<file path="src/rtl/qam_mapper_if.sv">
// Bit-stream handshake and symbol output bundle for qam_mapper.
//  bit_in/bit_valid/bit_ready : serial bit input with valid/ready handshake
//  I_out/Q_out                : signed 8-bit symbol samples, held between symbols
//  sym_valid/underflow        : 1-cycle pulses accompanying each emitted symbol
// master: the side that drives bits and consumes symbols; slave: the mapper.
interface qam_mapper_if;
  logic              bit_in;
  logic              bit_valid;
  logic              bit_ready;
  logic signed [7:0] I_out;
  logic signed [7:0] Q_out;
  logic              sym_valid;
  logic              underflow;

  modport master (
    output bit_in, bit_valid,
    input  bit_ready, I_out, Q_out, sym_valid, underflow
  );

  modport slave (
    input  bit_in, bit_valid,
    output bit_ready, I_out, Q_out, sym_valid, underflow
  );
endinterface

</file>
<file path="src/rtl/qam_mapper.sv">
// Transmit-side 16QAM hard mapper: packs a serial bit stream into nibbles,
// queues them in a small FIFO, and emits one Gray-mapped I/Q symbol every
// SYM_PERIOD cycles, optionally preceded by a burst of (0,0) calibration symbols.
// Ports:
//  symbol_clock : clock, rising edge
//  rst          : synchronous active-high reset
//  en           : block enable; low forces IDLE (FIFO and partial nibble kept)
//  cal          : request a CAL_LEN-symbol (0,0) calibration burst
//  sif          : bit handshake in, I/Q symbol + pulses out (slave modport)
//  fifo_level   : number of nibbles currently stored
module qam_mapper #(
  parameter int unsigned FIFO_DEPTH = 8,
  parameter int unsigned SYM_PERIOD = 4,
  parameter int unsigned AMP_LO     = 32,
  parameter int unsigned AMP_HI     = 96,
  parameter int unsigned CAL_LEN    = 16
) (
  input  logic                        symbol_clock,
  input  logic                        rst,
  input  logic                        en,
  input  logic                        cal,
  qam_mapper_if.slave                 sif,
  output logic [$clog2(FIFO_DEPTH):0] fifo_level
);

  localparam int unsigned AW = $clog2(FIFO_DEPTH);
  localparam int unsigned LW = AW + 1;
  localparam int unsigned TW = (SYM_PERIOD > 1) ? $clog2(SYM_PERIOD) : 1;
  localparam int unsigned CW = $clog2(CAL_LEN + 1);

  localparam logic signed [7:0] P_LO = 8'(AMP_LO);
  localparam logic signed [7:0] P_HI = 8'(AMP_HI);
  localparam logic signed [7:0] N_LO = 8'(-int'(AMP_LO));
  localparam logic signed [7:0] N_HI = 8'(-int'(AMP_HI));

  typedef enum logic [1:0] {
    IDLE = 2'd0,
    CAL  = 2'd1,
    RUN  = 2'd2
  } state_t;

  state_t            state;
  state_t            state_nxt;
  logic [TW-1:0]     tick_cnt;
  logic              tick;
  logic [CW-1:0]     cal_cnt;
  logic [CW-1:0]     cal_cnt_nxt;
  logic [1:0]        bit_cnt;
  logic [2:0]        nib_lo;
  logic [3:0]        mem [FIFO_DEPTH];
  logic [AW-1:0]     wr_ptr;
  logic [AW-1:0]     rd_ptr;
  logic              full;
  logic              empty;
  logic              bit_take;
  logic              push;
  logic              pop;
  logic [3:0]        head;
  logic signed [7:0] i_nxt;
  logic signed [7:0] q_nxt;
  logic              sym_nxt;
  logic              uf_nxt;

  assign full          = (fifo_level == LW'(FIFO_DEPTH));
  assign empty         = (fifo_level == '0);
  assign sif.bit_ready = en & ~full & ~rst;
  assign bit_take      = sif.bit_valid & sif.bit_ready;
  // The fourth accepted bit completes the nibble and goes straight into the FIFO.
  assign push          = bit_take & (bit_cnt == 2'd3);
  assign head          = mem[rd_ptr];
  assign tick          = (state != IDLE) && (tick_cnt == TW'(SYM_PERIOD - 1));

  // Symbol-period counter; idles at 0 so the first symbol comes a full period after leaving IDLE.
  always_ff @(posedge symbol_clock) begin
    if (rst || state == IDLE) begin
      tick_cnt <= '0;
    end else if (tick) begin
      tick_cnt <= '0;
    end else begin
      tick_cnt <= TW'(tick_cnt + 1'b1);
    end
  end

  // Serial-to-nibble assembler: first accepted bit lands in nib[0].
  always_ff @(posedge symbol_clock) begin
    if (rst) begin
      bit_cnt <= '0;
      nib_lo  <= '0;
    end else if (bit_take) begin
      case (bit_cnt)
        2'd0:    nib_lo[0] <= sif.bit_in;
        2'd1:    nib_lo[1] <= sif.bit_in;
        2'd2:    nib_lo[2] <= sif.bit_in;
        default: nib_lo    <= nib_lo;
      endcase
      bit_cnt <= 2'(bit_cnt + 1'b1);
    end
  end

  // FIFO storage; contents are don't-care until written.
  always_ff @(posedge symbol_clock) begin
    if (push) begin
      mem[wr_ptr] <= {sif.bit_in, nib_lo};
    end
  end

  // FIFO pointers and occupancy.
  always_ff @(posedge symbol_clock) begin
    if (rst) begin
      wr_ptr     <= '0;
      rd_ptr     <= '0;
      fifo_level <= '0;
    end else begin
      if (push) begin
        wr_ptr <= AW'(wr_ptr + 1'b1);
      end
      if (pop) begin
        rd_ptr <= AW'(rd_ptr + 1'b1);
      end
      case ({push, pop})
        2'b10:   fifo_level <= LW'(fifo_level + 1'b1);
        2'b01:   fifo_level <= LW'(fifo_level - 1'b1);
        default: fifo_level <= fifo_level;
      endcase
    end
  end

  // State register.
  always_ff @(posedge symbol_clock) begin
    if (rst) begin
      state <= IDLE;
    end else begin
      state <= state_nxt;
    end
  end

  // Next-state logic; dropping en wins over everything else.
  always_comb begin
    state_nxt = state;
    if (!en) begin
      state_nxt = IDLE;
    end else begin
      case (state)
        IDLE:    state_nxt = cal ? CAL : RUN;
        CAL:     if (tick && cal_cnt == CW'(CAL_LEN - 1)) state_nxt = RUN;
        RUN:     if (cal) state_nxt = CAL;
        default: state_nxt = IDLE;
      endcase
    end
  end

  // Output logic: next symbol registers, FIFO pop and calibration count.
  always_comb begin
    i_nxt       = sif.I_out;
    q_nxt       = sif.Q_out;
    sym_nxt     = 1'b0;
    uf_nxt      = 1'b0;
    pop         = 1'b0;
    cal_cnt_nxt = cal_cnt;
    if (!en || state == IDLE) begin
      i_nxt       = '0;
      q_nxt       = '0;
      cal_cnt_nxt = '0;
    end else begin
      case (state)
        CAL: begin
          if (tick) begin
            i_nxt       = '0;
            q_nxt       = '0;
            sym_nxt     = 1'b1;
            cal_cnt_nxt = (cal_cnt == CW'(CAL_LEN - 1)) ? '0 : CW'(cal_cnt + 1'b1);
          end
        end
        RUN: begin
          if (tick) begin
            sym_nxt = 1'b1;
            if (empty) begin
              // Starved: emit origin and flag it; read pointer stays put.
              i_nxt  = '0;
              q_nxt  = '0;
              uf_nxt = 1'b1;
            end else begin
              pop   = 1'b1;
              // Gray map: nib[3]/nib[1] pick sign, nib[2]/nib[0] pick inner level.
              i_nxt = head[3] ? (head[2] ? P_LO : P_HI) : (head[2] ? N_LO : N_HI);
              q_nxt = head[1] ? (head[0] ? N_LO : N_HI) : (head[0] ? P_LO : P_HI);
            end
          end
          if (cal) begin
            cal_cnt_nxt = '0;
          end
        end
        default: begin
          i_nxt = '0;
          q_nxt = '0;
        end
      endcase
    end
  end

  // Registered symbol outputs.
  always_ff @(posedge symbol_clock) begin
    if (rst) begin
      sif.I_out     <= '0;
      sif.Q_out     <= '0;
      sif.sym_valid <= 1'b0;
      sif.underflow <= 1'b0;
      cal_cnt       <= '0;
    end else begin
      sif.I_out     <= i_nxt;
      sif.Q_out     <= q_nxt;
      sif.sym_valid <= sym_nxt;
      sif.underflow <= uf_nxt;
      cal_cnt       <= cal_cnt_nxt;
    end
  end

endmodule

</file>
<file path="src/flat_wrapper.sv">
// flat-port wrapper written by rule: the top's interface ports become plain ports
module qam_mapper_flat 
#(
  parameter int unsigned FIFO_DEPTH = 8,
  parameter int unsigned SYM_PERIOD = 4,
  parameter int unsigned AMP_LO     = 32,
  parameter int unsigned AMP_HI     = 96,
  parameter int unsigned CAL_LEN    = 16
)
  (symbol_clock, rst, en, cal, fifo_level, sif_bit_in, sif_bit_valid, sif_bit_ready, sif_I_out, sif_Q_out, sif_sym_valid, sif_underflow);
  qam_mapper_if sif_i ();
  input  logic symbol_clock;
  input  logic rst;
  input  logic en;
  input  logic cal;
  output logic [$clog2(FIFO_DEPTH):0] fifo_level;
  input wire logic [$bits(sif_i.bit_in)-1:0] sif_bit_in;
  input wire logic [$bits(sif_i.bit_valid)-1:0] sif_bit_valid;
  output wire logic [$bits(sif_i.bit_ready)-1:0] sif_bit_ready;
  output wire logic [$bits(sif_i.I_out)-1:0] sif_I_out;
  output wire logic [$bits(sif_i.Q_out)-1:0] sif_Q_out;
  output wire logic [$bits(sif_i.sym_valid)-1:0] sif_sym_valid;
  output wire logic [$bits(sif_i.underflow)-1:0] sif_underflow;
  assign sif_i.bit_in = sif_bit_in;
  assign sif_i.bit_valid = sif_bit_valid;
  assign sif_bit_ready = sif_i.bit_ready;
  assign sif_I_out = sif_i.I_out;
  assign sif_Q_out = sif_i.Q_out;
  assign sif_sym_valid = sif_i.sym_valid;
  assign sif_underflow = sif_i.underflow;
  qam_mapper #(.FIFO_DEPTH(FIFO_DEPTH), .SYM_PERIOD(SYM_PERIOD), .AMP_LO(AMP_LO), .AMP_HI(AMP_HI), .CAL_LEN(CAL_LEN)) u_core (.symbol_clock(symbol_clock), .rst(rst), .en(en), .cal(cal), .sif(sif_i), .fifo_level(fifo_level));
endmodule
</file>
<file path="config.mk">
export PLATFORM = sky130hd
export DESIGN_NAME = qam_mapper_flat
export DESIGN_NICKNAME = d
export VERILOG_FILES = /design/src/rtl/qam_mapper_if.sv /design/src/rtl/qam_mapper.sv /design/src/flat_wrapper.sv
export SDC_FILE = /design/constraint.sdc
export NUM_CORES = 1
export LEC_CHECK = 0
export BUFFER_PORTS_ARGS = -buffer_cell sky130_fd_sc_hd__buf_4
export CORE_MARGIN = 2
export CORE_UTILIZATION = 53
export DETAILED_ROUTE_END_ITERATION = 8
export GPL_TIMING_DRIVEN = 1
export PLACE_DENSITY = 0.75
export SLEW_MARGIN = 20
export SYNTH_ARGS = -nofsm -noshare
export SYNTH_HDL_FRONTEND = slang
export SYNTH_SLANG_ARGS = --single-unit
</file>
<file path="constraint.sdc">
create_clock -name symbol_clock -period 2.7 [get_ports symbol_clock]
set_input_delay 0.81 -clock symbol_clock [delete_from_list [all_inputs] [get_ports symbol_clock]]
set_output_delay 0.81 -clock symbol_clock [all_outputs]
set_load 0.005 [all_outputs]
</file>
* After elaboration in Yosys (flattened, before gate mapping)
Memory sizes are Yosys's and may differ from the RTL's. A register that Yosys moved wholly into a read port is not among the register bits. Cells that the tools add are included.
Word-level totals: word-level logic and storage cells 101, bits in read-only memories 0, memories kept 1, RAM bits 32, register bits after elaboration 42, input bits 6, bits in latches 0
Cells by class: div/mod/pow operators 0, add/subtract/negate cells 7, $mul 0, muxes and demuxes 32, bitwise logic cells 10, eq/ne operators 14, order comparisons 0, shifts and indexed selects 0, reduce and logical (&&, ||, !) cells 23
Memories:
- u_core.mem | depth 8, bits a word 4, rd ports 1, clocked after memory_dff 1, wr ports 1, line qam_mapper.sv:50 | logic [3:0] mem [FIFO_DEPTH];
Operator list (count):
- $mux 8 | 7
- $pmux 8 s2 | 2
- $mux 7 | 4
- $mux 5 | 3
- $eq 2x2->1 const B | 5
- $pmux 5 s2 | 1
- $reduce_and 2->1 | 5
- $mux 1 | 8
- $pmux 4 s2 | 1
- $reduce_or 2->1 | 4
- $add 3x1->3 const B | 2
- $eq 2x1->1 const B | 3
- $mux 2 | 3
- $mux 3 | 2
- $ne 2x1->1 const B | 3
- $not 1->1 | 6
- $pmux 2 s3 | 1
- $reduce_bool 2->1 | 3
- $add 5x1->5 const B | 1
- $eq 5x4->1 const B | 1
- $add 2x1->2 const B | 2
- $add 4x1->4 const B | 1
- $and 1x1->1 | 4
- $eq 4x4->1 const B | 1
- 10 further kinds | 13

* Longest topological paths before layout
Gate-level depths: netlist of the first run.
depth after elaboration 8, gate-level depth with buffers 13, depth with buffers taken out 13

* Worst setup path before layout of the first run
OpenSTA, ideal clock, no wires.
path type input port to flip-flop, from input rst, to register u_core.fifo_level[2], stages on the path 11, buffers on the path 1, arrival time 2.715 ns, library setup time 0.070 ns, setup slack -0.085 ns, path through buf_2 -> nand2b_4 -> nor3b_2 -> nand2_1 -> ha_1 -> xor2_1 -> ha_1 -> a21oi_1 -> xor2_1 -> or3_1 -> a21oi_1
On the way: longest elaborated chain between the ends 6, elaborated cells between the ends (all ways) 8, those cells by class eq/ne: 2; mux: 1; bitwise: 4; reduce/logical: 1
Ends and longest elaborated chain:
- start, declared | line flat_wrapper.sv:13 | input logic rst;
- $not 1->1 | line qam_mapper.sv:66 | assign sif.bit_ready = en & ~full & ~rst;
- $and 1x1->1 | line qam_mapper.sv:66
- $and 1x1->1 | line qam_mapper.sv:67 | assign bit_take = sif.bit_valid & sif.bit_ready;
- $and 1x1->1 | line qam_mapper.sv:69 | assign push = bit_take & (bit_cnt == 2'd3);
- $eq 2x1->1 / $eq 2x2->1 (equally long branches) | line qam_mapper.sv:120 | case ({push, pop})
- $pmux 4 s2 / $reduce_bool 2->1 (equally long branches)
- end signal, assigned | line qam_mapper.sv:121 | 2'b10: fifo_level <= LW'(fifo_level + 1'b1);
- end signal, assigned | line qam_mapper.sv:122 | 2'b01: fifo_level <= LW'(fifo_level - 1'b1);
- end signal, assigned | line qam_mapper.sv:123 | default: fifo_level <= fifo_level;
- end, declared | line qam_mapper.sv:23 | output logic [$clog2(FIFO_DEPTH):0] fifo_level
Several ways; a longest one is shown, not always the timed one. A chain may end at the register's enable or synchronous reset.

* Worst setup path after layout of the first run
from register u_core.state[0], to register u_core.fifo_level[2]
On the way: longest elaborated chain between the ends 7, elaborated cells between the ends (all ways) 12, those cells by class eq/ne: 3; mux: 4; reduce/logical: 5
Ends and longest elaborated chain:
- start, declared | line qam_mapper.sv:42 | state_t state;
- start signal, assigned | line qam_mapper.sv:133 | state <= state_nxt;
- $reduce_bool 2->1 | line qam_mapper.sv:71 | assign tick = (state != IDLE) && (tick_cnt == TW'(SYM_PERIOD - 1));
- $logic_and 1x1->1 | line qam_mapper.sv:71
- $mux 1 | line qam_mapper.sv:175 | if (tick) begin
- $mux 1 | line qam_mapper.sv:165 | case (state)
- $mux 1 (*) | line qam_mapper.sv:160 | if (!en || state == IDLE) begin
- $eq 2x1->1 / $eq 2x2->1 (equally long branches) | line qam_mapper.sv:120
- $pmux 4 s2 / $reduce_bool 2->1 (equally long branches)
Mark *: on every way between the ends. The rest lies on a longest branch, timed or not.

==> impl_metrics.env, run 1 <==
export IMPL_endpoint_kind="register"
export IMPL_dp_slack_ps=59.34
export IMPL_htree_levels=3
export IMPL_die_h_um=79.01
export IMPL_synthesis_area_um2=2982
export IMPL_synth_edf_count=32
export IMPL_p_leak_nw=1.273
export IMPL_yosysSeqAreaShare=0.5506
export IMPL_timing_rr_end="u_core.fifo_level[2]$_SDFFE_PP0P_"
export IMPL_avgSynthCellArea_um2=11.97
export IMPL_report_final_slew_viol_count=0
export IMPL_clk_pin_slew_ps=70
export IMPL_n_antenna_cell=0
export IMPL_timing_fmax_ghz=0.4119
export IMPL_finalCriticalPeriod_ps=2427
export IMPL_status="finished clean"
export IMPL_layout_nets=298
export IMPL_start_util=0.5448
export IMPL_cellPowerDensity_nw_per_um2=538.0
export IMPL_portBuffers=18
export IMPL_min_to="u_core.tick_cnt[0]$_SDFF_PP0_"
export IMPL_via_count=1838
export IMPL_cts_hold_buf=0
export IMPL_drtIter0Drc=84
export IMPL_grt_pass1_wl_mm=8.335
export IMPL_ys_types=49
export IMPL_fin_crit_sh=0.8991
export IMPL_synth_flop_cell="dfxtp_1"
export IMPL_finalSetupViolCount=0
export IMPL_core_area_um2=5473
export IMPL_finalHoldViolCount=0
export IMPL_final_cell_mix="dfxtp_1 (32), edfxtp_1 (32), nor2_1 (28), buf_4 (28), a21oi_1 (17)"
export IMPL_cts_sinks=66
export IMPL_crit_path_start_kind="register"
export IMPL_clock_skew_ps=6.243
export IMPL_r2r_setup_slack_ps=270
export IMPL_fin_ws_ps=272.5
export IMPL_path_max_fanout=6
export IMPL_yosysTopAreaCell="edfxtp_1"
export IMPL_cts_root_buffer="clkbuf_8"
export IMPL_synth_cells=249
export IMPL_routed_wl_mm=4.886
export IMPL_cp_data_required_time_ps=2970
export IMPL_grt_pass1_vias=1772
export IMPL_die_x_um=79.01
export IMPL_dp_hpwl_mm=3.470
export IMPL_ys_warn_count=0
export IMPL_async_flop_share=0
export IMPL_final_antenna_net_count=0
export IMPL_antenna_found_initial=0
export IMPL_arrival_ps=2690
export IMPL_grt_util_all_layers=0.1777
export IMPL_rsz0062_at_grt="no"
export IMPL_hp_start="u_core.tick_cnt[0]$_SDFF_PP0_"
export IMPL_synth_seq_cells=66
export IMPL_cts_tree="yes"
export IMPL_firstDrtPassIters=4
export IMPL_startpoint="u_core.state[0]$_SDFFE_PP0P_"
export IMPL_post_route_drc_count=0
export IMPL_row_count=27
export IMPL_ys_top_cells_by_area="edfxtp_1 (32%), dfxtp_1 (23%), mux4_2 (6.0%)"
export IMPL_grt_max_degree=19
export IMPL_cap_viol_max_count=0
export IMPL_drive_above_1_share=0.2270
export IMPL_peakVddDrop_mv=0.3934
export IMPL_synth_top_area_share=0.3223
export IMPL_die_area_um2=6242
export IMPL_r2r_cells=13
export IMPL_hp_class="reg2reg"
export IMPL_reg2reg_from="u_core.state[0]$_SDFFE_PP0P_"
export IMPL_critPathKind="reg2reg"
export IMPL_finalSetupTns_ps=0
export IMPL_via_per_inst=5.192
export IMPL_place_congestion=0.8437
export IMPL_wl_per_cell_um=13.80
export IMPL_areaGrowthSynthToFinish_pct=12.84
export IMPL_num_fill_cells=458
export IMPL_io_pins=29
export IMPL_numCtsBuffers=9
export IMPL_clock_path_buffers=2
export IMPL_grt_overflow=0
export IMPL_insertion_delay_ps=330
export IMPL_holdPathStages=1
[metrics by stage]
step | area [um2] | std cells | total power [mW] | utilization | hold slack [ps]
after floorplan | 3027 | 258 | 1.152 | - | 398.9
after global placement | 3202 | 339 | 1.171 | 0.5850 | 410.3
after detailed placement | 3202 | 339 | 1.173 | 0.5850 | 417.4
after CTS | 3352 | 354 | 1.827 | 0.6125 | 430.5
after global routing | 3364 | 354 | 1.885 | 0.6148 | 457.4
final | 3364 | 354 | 1.810 | 0.6148 | 424.7
[area by class of cell]
cell class | count | area (um2) | area share
Clock inverter | 5 | 22.52 | 0.006694
Multi-Input combinational cell | 165 | 1240 | 0.3685
Timing Repair Buffer | 28 | 210.2 | 0.06248
Clock buffer | 10 | 127.6 | 0.03793
Inverter | 8 | 30.03 | 0.008925
Tap cell | 72 | 90.09 | 0.02678
Sequential cell | 66 | 1644 | 0.4887
[metal layers]
layer  wire length [um]  up-vias  global-route usage
met1               2267      859              0.2252
met2               2259       46              0.2771
met3                271        9             0.06705
met4                 87        0             0.06897
li1                   -      924                   -
met5                  0        -                   0
[synth_stat cells (3+ instances only)]
master / count
xor2_1: 9
a21oi_1: 17
nand2b_1: 5
ha_1: 14
a22oi_1: 4
o21ai_0: 4
dfxtp_1: 34
or3_1: 3
inv_1: 8
nand3_1: 13
mux4_2: 8
buf_2: 4
nor2_1: 28
mux2i_1: 3
edfxtp_1: 32
nand2_1: 13
buf_4: 11
[kinds of logic (layout without fill, tap and decap cells)]
kind of cell / after synthesis / in the layout / synth area share
simple gates: 82 / 82 / 0.1494
compound gates: 34 / 34 / 0.06924
mux: 14 / 14 / 0.08644
xor+xnor: 11 / 11 / 0.03231
flops: 66 / 66 / 0.5506
other cells: 1 / 10 / 0.001258
fa+ha+maj: 14 / 14 / 0.05875
buf+inv: 27 / 51 / 0.05204
[report_power, final]
part	internal [mW]	switching (mW)	total [mW]
registers	1.05	0.00586	1.06
logic	0.0409	0.0563	0.0972
clock network	0.317	0.341	0.658
total	1.41	0.403	1.81
[sequential cells by signal (all words and copies together), names as in the netlist, named ones only]
register              cells
u_core.mem               32
u_core.cal_cnt            5
u_core.fifo_level         4
u_core.nib_lo             3
u_core.rd_ptr             3
u_core.sif.Q_out          3
u_core.wr_ptr             3
u_core.bit_cnt            2
u_core.sif.I_out          2
u_core.state              2
u_core.tick_cnt           2
u_core.sif.sym_valid      1
u_core.sif.underflow      1
[worst max path at each step]
stage | slack, ps | depth (start not counted) | to
detailed placement | 60 | 11 | u_core.fifo_level[2]$_SDFFE_PP0P_
CTS | 190 | 13 | u_core.fifo_level[2]$_SDFFE_PP0P_
global route | 20 | 13 | u_core.fifo_level[2]$_SDFFE_PP0P_
floorplan | 10 | 11 | u_core.fifo_level[2]$_SDFFE_PP0P_
global placement | 100 | 11 | u_core.fifo_level[2]$_SDFFE_PP0P_
finish | 270 | 13 | u_core.fifo_level[2]$_SDFFE_PP0P_
[worst max-delay path: stages (launching register included)]
cell and delay, ps:
dfxtp_2 350, inv_1 80, ha_1 220, nand2b_4 190, nor3_4 140, nand2_1 120
inv_1 120, ha_4 160, xor2_1 160, ha_1 160, a21oi_1 50, xor2_1 160
or3_1 310, a21oi_1 140
[what timing repair did]
item                                    4_1_cts  5_1_grt
endpoints found under the setup margin        0        1
setup buffers                                 0        0
resized for setup                             0        3
(Power assumes the default switching activity.)
==> run 2: changes to the inputs <==
Settings changed: REMOVE_ABC_BUFFERS from default to 1.
Clock period 2.7 ns to 2.1 ns, I/O delays scaled along.
==> impl_metrics.env, run 2 (synthesis gave the netlist of run 1 again) <==
export IMPL_startpoint="u_core.fifo_level[2]$_SDFFE_PP0P_"
export IMPL_reg2reg_from="u_core.fifo_level[2]$_SDFFE_PP0P_"
export IMPL_final_common_cell="buf_4"
export IMPL_fin_area_um2=3598
export IMPL_fin_ws_ps=-189.4
export IMPL_hp_start="u_core.tick_cnt[0]$_SDFF_PP0_"
export IMPL_dp_hpwl_mm=3.721
export IMPL_critPathMostFrequentCell="a21oi_2"
export IMPL_cpMaxStageDelayCell="or3_4"
export IMPL_core_area_um2=5473
export IMPL_r2r_cells=12
export IMPL_p_leak_nw=1.398
export IMPL_htree_levels=3
export IMPL_seq_area_um2=1648
export IMPL_insertion_delay_ps=340
export IMPL_clk_pin_slew_ps=70
export IMPL_cts_tree="yes"
export IMPL_endpoint_kind="register"
export IMPL_place_congestion=0.7570
export IMPL_cp_depth=12
export IMPL_post_route_drc_count=0
export IMPL_num_fill_cells=422
export IMPL_clock_path_buffers=2
export IMPL_peakVddDrop_mv=0.5435
export IMPL_portBuffers=18
export IMPL_finalSetupViolCount=1
export IMPL_finalCriticalPeriod_ps=2289
export IMPL_grt_overflow=0
export IMPL_drtIter0Drc=93
export IMPL_fin_crit_sh=1.090
export IMPL_wl_per_cell_um=13.84
export IMPL_row_count=27
export IMPL_cap_viol_max_count=0
export IMPL_grt_pass1_vias=1815
export IMPL_cp_top_family="simple AND/OR/NAND/NOR gates"
export IMPL_antenna_found_initial=0
export IMPL_grt_util_all_layers=0.1846
export IMPL_start_util=0.5448
export IMPL_clock_skew_ps=7.369
export IMPL_via_per_inst=5.116
export IMPL_report_final_slew_viol_count=0
export IMPL_final_cell_mix="buf_4 (52), edfxtp_1 (32), dfxtp_1 (31)"
export IMPL_arrival_ps=2560
export IMPL_failed_checks="negative setup slack"
export IMPL_grt_pass1_wl_mm=8.514
export IMPL_critPathKind="reg2reg"
export IMPL_crit_path_start_kind="register"
export IMPL_areaGrowthSynthToFinish_pct=20.69
export IMPL_layout_nets=322
export IMPL_numCtsBuffers=9
export IMPL_multiInputGateArea_um2=1277
export IMPL_routed_wl_mm=5.244
export IMPL_rsz0062_at_grt="yes"
export IMPL_hp_class="reg2reg"
export IMPL_grt_max_degree=19
export IMPL_path_max_fanout=4
export IMPL_cts_root_buffer="clkbuf_8"
export IMPL_timing_fmax_ghz=0.4368
export IMPL_fin_util=0.6575
export IMPL_die_area_um2=6242
export IMPL_via_count=1939
export IMPL_drive_above_1_share=0.3290
export IMPL_max_stage_delay_ps=380
export IMPL_cts_sinks=66
export IMPL_firstDrtPassIters=4
export IMPL_reg_top3="u_core.mem x32, u_core.cal_cnt x5, u_core.fifo_level x4"
export IMPL_cellPowerDensity_nw_per_um2=664.4
export IMPL_largest_reg_flops=32
export IMPL_io_pins=29
export IMPL_placed_area_um2=3371
export IMPL_path_buf_inv=2
export IMPL_final_antenna_net_count=0
export IMPL_regMostFlops="u_core.mem"
export IMPL_finalHoldViolCount=0
export IMPL_die_x_um=79.01
export IMPL_n_antenna_cell=0
export IMPL_crit_chain="nor4_2, buf_4, nor3_4, nand2_2, inv_2, ha_4, xor2_2, ha_2, a21oi_2, xor2_1, or3_4, a21oi_2"
export IMPL_status="finished with violations"
export IMPL_cp_data_required_time_ps=2370
export IMPL_whs_ps=434.0
export IMPL_die_h_um=79.01
export IMPL_holdPathStages=1
run 2: stage by stage:
stage | worst slack [ps] | instances | TNS, ps | total power, mW
floorplan | -719.5 | 239 | -6520 | 1.461
global placement | -302.4 | 363 | -924.6 | 1.514
detailed placement | -404.1 | 363 | -2063 | 1.517
CTS | -171.7 | 379 | -171.7 | 2.417
global route | -274.9 | 379 | -321.9 | 2.485
finish | -189.4 | 379 | -189.4 | 2.391
run 2: final cells by class:
class / instances / share of cell area
sequential: 66 / 0.4579
multi-input combinational: 165 / 0.3550
timing repair buffer: 52 / 0.1085
clock buffer: 12 / 0.04033
tap: 72 / 0.02503
inverter: 8 / 0.008345
clock inverter: 4 / 0.004868
run 2: worst reg2reg max path, delay by kind of cell (launching register included):
family	cells	cell delay, ps
XOR/XNOR	2	250
AO/OA/AOI/OAI	2	270
flip-flops	1	350
adder cells (fa/ha/maj)	2	340
AND/OR/NAND/NOR	4	770
buffers and inverters	2	220
run 2: per-layer routing:
layer	up-vias	GRT usage	wire (um)
met5	-	0	0
li1	972	-	-
met4	0	0.07759	92
met3	10	0.06136	250
met2	39	0.2949	2515
met1	918	0.2305	2385
run 2: power breakdown:
part | switching (mW) | leakage, nW | internal (mW)
logic | 0.0768 | 0.714 | 0.0603
registers | 0.00672 | 0.599 | 1.35
clock network | 0.449 | 0.0852 | 0.449
run 2: final timing paths:
check / to / slack, ps
max: u_core.fifo_level[2]$_SDFFE_PP0P_ / -190
max reg2reg: u_core.fifo_level[2]$_SDFFE_PP0P_ / -190
min: u_core.tick_cnt[0]$_SDFF_PP0_ / 430
min reg2reg: u_core.tick_cnt[0]$_SDFF_PP0_ / 430
run 2: repair_timing:
action | in CTS | in global routing
pin swaps | 5 | 2
endpoints found under the setup margin | 2 | 2
hold buffers | 0 | 0
setup buffers | 0 | 0
gates resized for setup | 13 | 7
==> run 3: changes to the inputs <==
Settings changed: BUFFER_PORTS_ARGS -buffer_cell sky130_fd_sc_hd__buf_4 to default, CORE_UTILIZATION 53 to 55, DONT_BUFFER_PORTS from default to 1, PLACE_DENSITY 0.75 to 0.73.
==> impl_metrics.env, run 3 (synthesis gave the netlist of run 1 again) <==
export IMPL_status="finished with violations"
export IMPL_failed_checks="negative setup slack"
export IMPL_num_fill_cells=325
export IMPL_die_h_um=77.63
export IMPL_drtIter0Drc=78
export IMPL_wl_met2_mm=2.749
export IMPL_wl_met3_um=224
export IMPL_fin_crit_sh=1.042
export IMPL_layout_nets=317
export IMPL_grt_pass1_wl_mm=8.894
export IMPL_clock_path_buffers=2
export IMPL_reg_top3="u_core.mem x32, u_core.cal_cnt x5, u_core.fifo_level x4"
export IMPL_cap_viol_max_count=0
export IMPL_wl_met1_mm=2.520
export IMPL_peakVddDrop_mv=0.4257
export IMPL_drive_above_1_share=0.3377
export IMPL_dp_hpwl_mm=3.586
export IMPL_grt_util_all_layers=0.1956
export IMPL_fin_util=0.7022
export IMPL_p_total_mw=2.471
export IMPL_areaGrowthSynthToFinish_pct=21.82
export IMPL_core_area_um2=5172
export IMPL_path_max_fanout=3
export IMPL_portBuffers=0
export IMPL_endpoint_kind="register"
export IMPL_largest_reg_flops=32
export IMPL_n_antenna_cell=0
export IMPL_final_antenna_net_count=0
export IMPL_top_layer_used="met4"
export IMPL_cts_sinks=66
export IMPL_cts_hold_buf=0
export IMPL_row_count=26
export IMPL_finalCriticalPeriod_ps=2188
export IMPL_multiInputGateArea_um2=1320
export IMPL_grt_max_degree=20
export IMPL_finalSetupViolCount=2
export IMPL_cts_tree="yes"
export IMPL_grt_overflow=0
export IMPL_report_final_slew_viol_count=0
export IMPL_routed_wl_mm=5.624
export IMPL_cts_root_buffer="clkbuf_8"
export IMPL_clk_pin_slew_ps=70
export IMPL_timing_fmax_ghz=0.4571
export IMPL_p_leak_nw=1.389
export IMPL_io_pins=29
export IMPL_crit_path_start_kind="register"
export IMPL_cellPowerDensity_nw_per_um2=680.4
export IMPL_seq_area_um2=1654
export IMPL_cp_data_required_time_ps=2360
export IMPL_fin_ws_ps=-87.55
export IMPL_grt_pass1_vias=1899
export IMPL_critPathKind="reg2reg"
export IMPL_hp_class="in2reg"
export IMPL_htree_levels=3
export IMPL_via_count=1948
export IMPL_final_cell_mix="buf_4 (47), edfxtp_1 (32), dfxtp_1 (28)"
export IMPL_firstDrtPassIters=4
export IMPL_wl_per_cell_um=15.12
export IMPL_rsz0062_at_grt="yes"
export IMPL_antenna_found_initial=0
export IMPL_finalHoldViolCount=0
export IMPL_clock_skew_ps=12.60
export IMPL_place_congestion=0.7887
export IMPL_numCtsBuffers=9
export IMPL_arrival_ps=2450
export IMPL_insertion_delay_ps=340
export IMPL_die_area_um2=6026
export IMPL_final_common_cell="buf_4"
export IMPL_regMostFlops="u_core.mem"
export IMPL_die_x_um=77.63
export IMPL_start_util=0.5764
export IMPL_via_per_inst=5.237
export IMPL_post_route_drc_count=0
==> run 3: power breakdown <==
group / internal (mW) / switching, mW / total, mW / leakage, nW
registers: 1.35 / 0.00902 / 1.36 / 0.601
logic: 0.0663 / 0.0710 / 0.137 / 0.692
clock network: 0.523 / 0.455 / 0.977 / 0.0965
total: 1.94 / 0.535 / 2.47 / 1.39
==> run 3: final cells by class <==
class | count | area share
flip-flops and latches | 66 | 0.4554
clock buffers | 14 | 0.04754
repair buffers | 47 | 0.09714
well taps | 70 | 0.02411
inverters | 8 | 0.009645
multi-input cells | 165 | 0.3634
clock inverters | 2 | 0.002756
==> run 3: metal layers <==
metal,vias to the layer above,GRT usage
met1,933,0.2444
met5,-,0
li1,959,-
met4,0,0.08393
met2,43,0.3147
met3,13,0.05930
==> run 3: path summary, 6_finish.rpt <==
check                                startpoint                                 to  slack (ps)  cells past startpoint
setup / recovery   u_core.state[1]$_SDFFE_PP0P_  u_core.fifo_level[2]$_SDFFE_PP0P_         -90                     13
hold reg to reg   u_core.tick_cnt[0]$_SDFF_PP0_      u_core.tick_cnt[0]$_SDFF_PP0_         440                      1
hold / removal                              rst  u_core.fifo_level[3]$_SDFFE_PP0P_         350                      1
setup reg to reg   u_core.state[1]$_SDFFE_PP0P_  u_core.fifo_level[2]$_SDFFE_PP0P_         -90                     13
==> run 3: critical path, cell delays in order, from the launching register on <==
cell	delay, ps
dfxtp_4	380
inv_4	40
ha_4	150
nand2b_4	140
nor3_4	140
nand2_2	90
inv_2	80
ha_4	150
xor2_2	130
ha_2	190
a21oi_2	40
xor2_1	140
or3_1	300
a21oi_1	120
==> run 3: what timing repair did <==
action / 4_1_cts / 5_1_grt
buffers inserted: 9 / 5
pin swaps: 6 / 8
endpoints found under the setup margin: 2 / 6
resized for setup: 13 / 18
==> run 3: metrics by stage <==
step	setup WS, ps	cells	area, um2	hold slack, ps	setup TNS [ps]
2_1_floorplan	-719.5	239	2890	397.6	-6520
3_5_place_dp	-229.3	345	3248	413.1	-379.0
4_1_cts	-88.44	370	3538	343.0	-139.8
3_3_place_gp	-197.5	345	3248	412.5	-284.3
5_1_grt	-204.0	372	3632	330.9	-353.8
6_report	-87.55	372	3632	347.0	-110.3
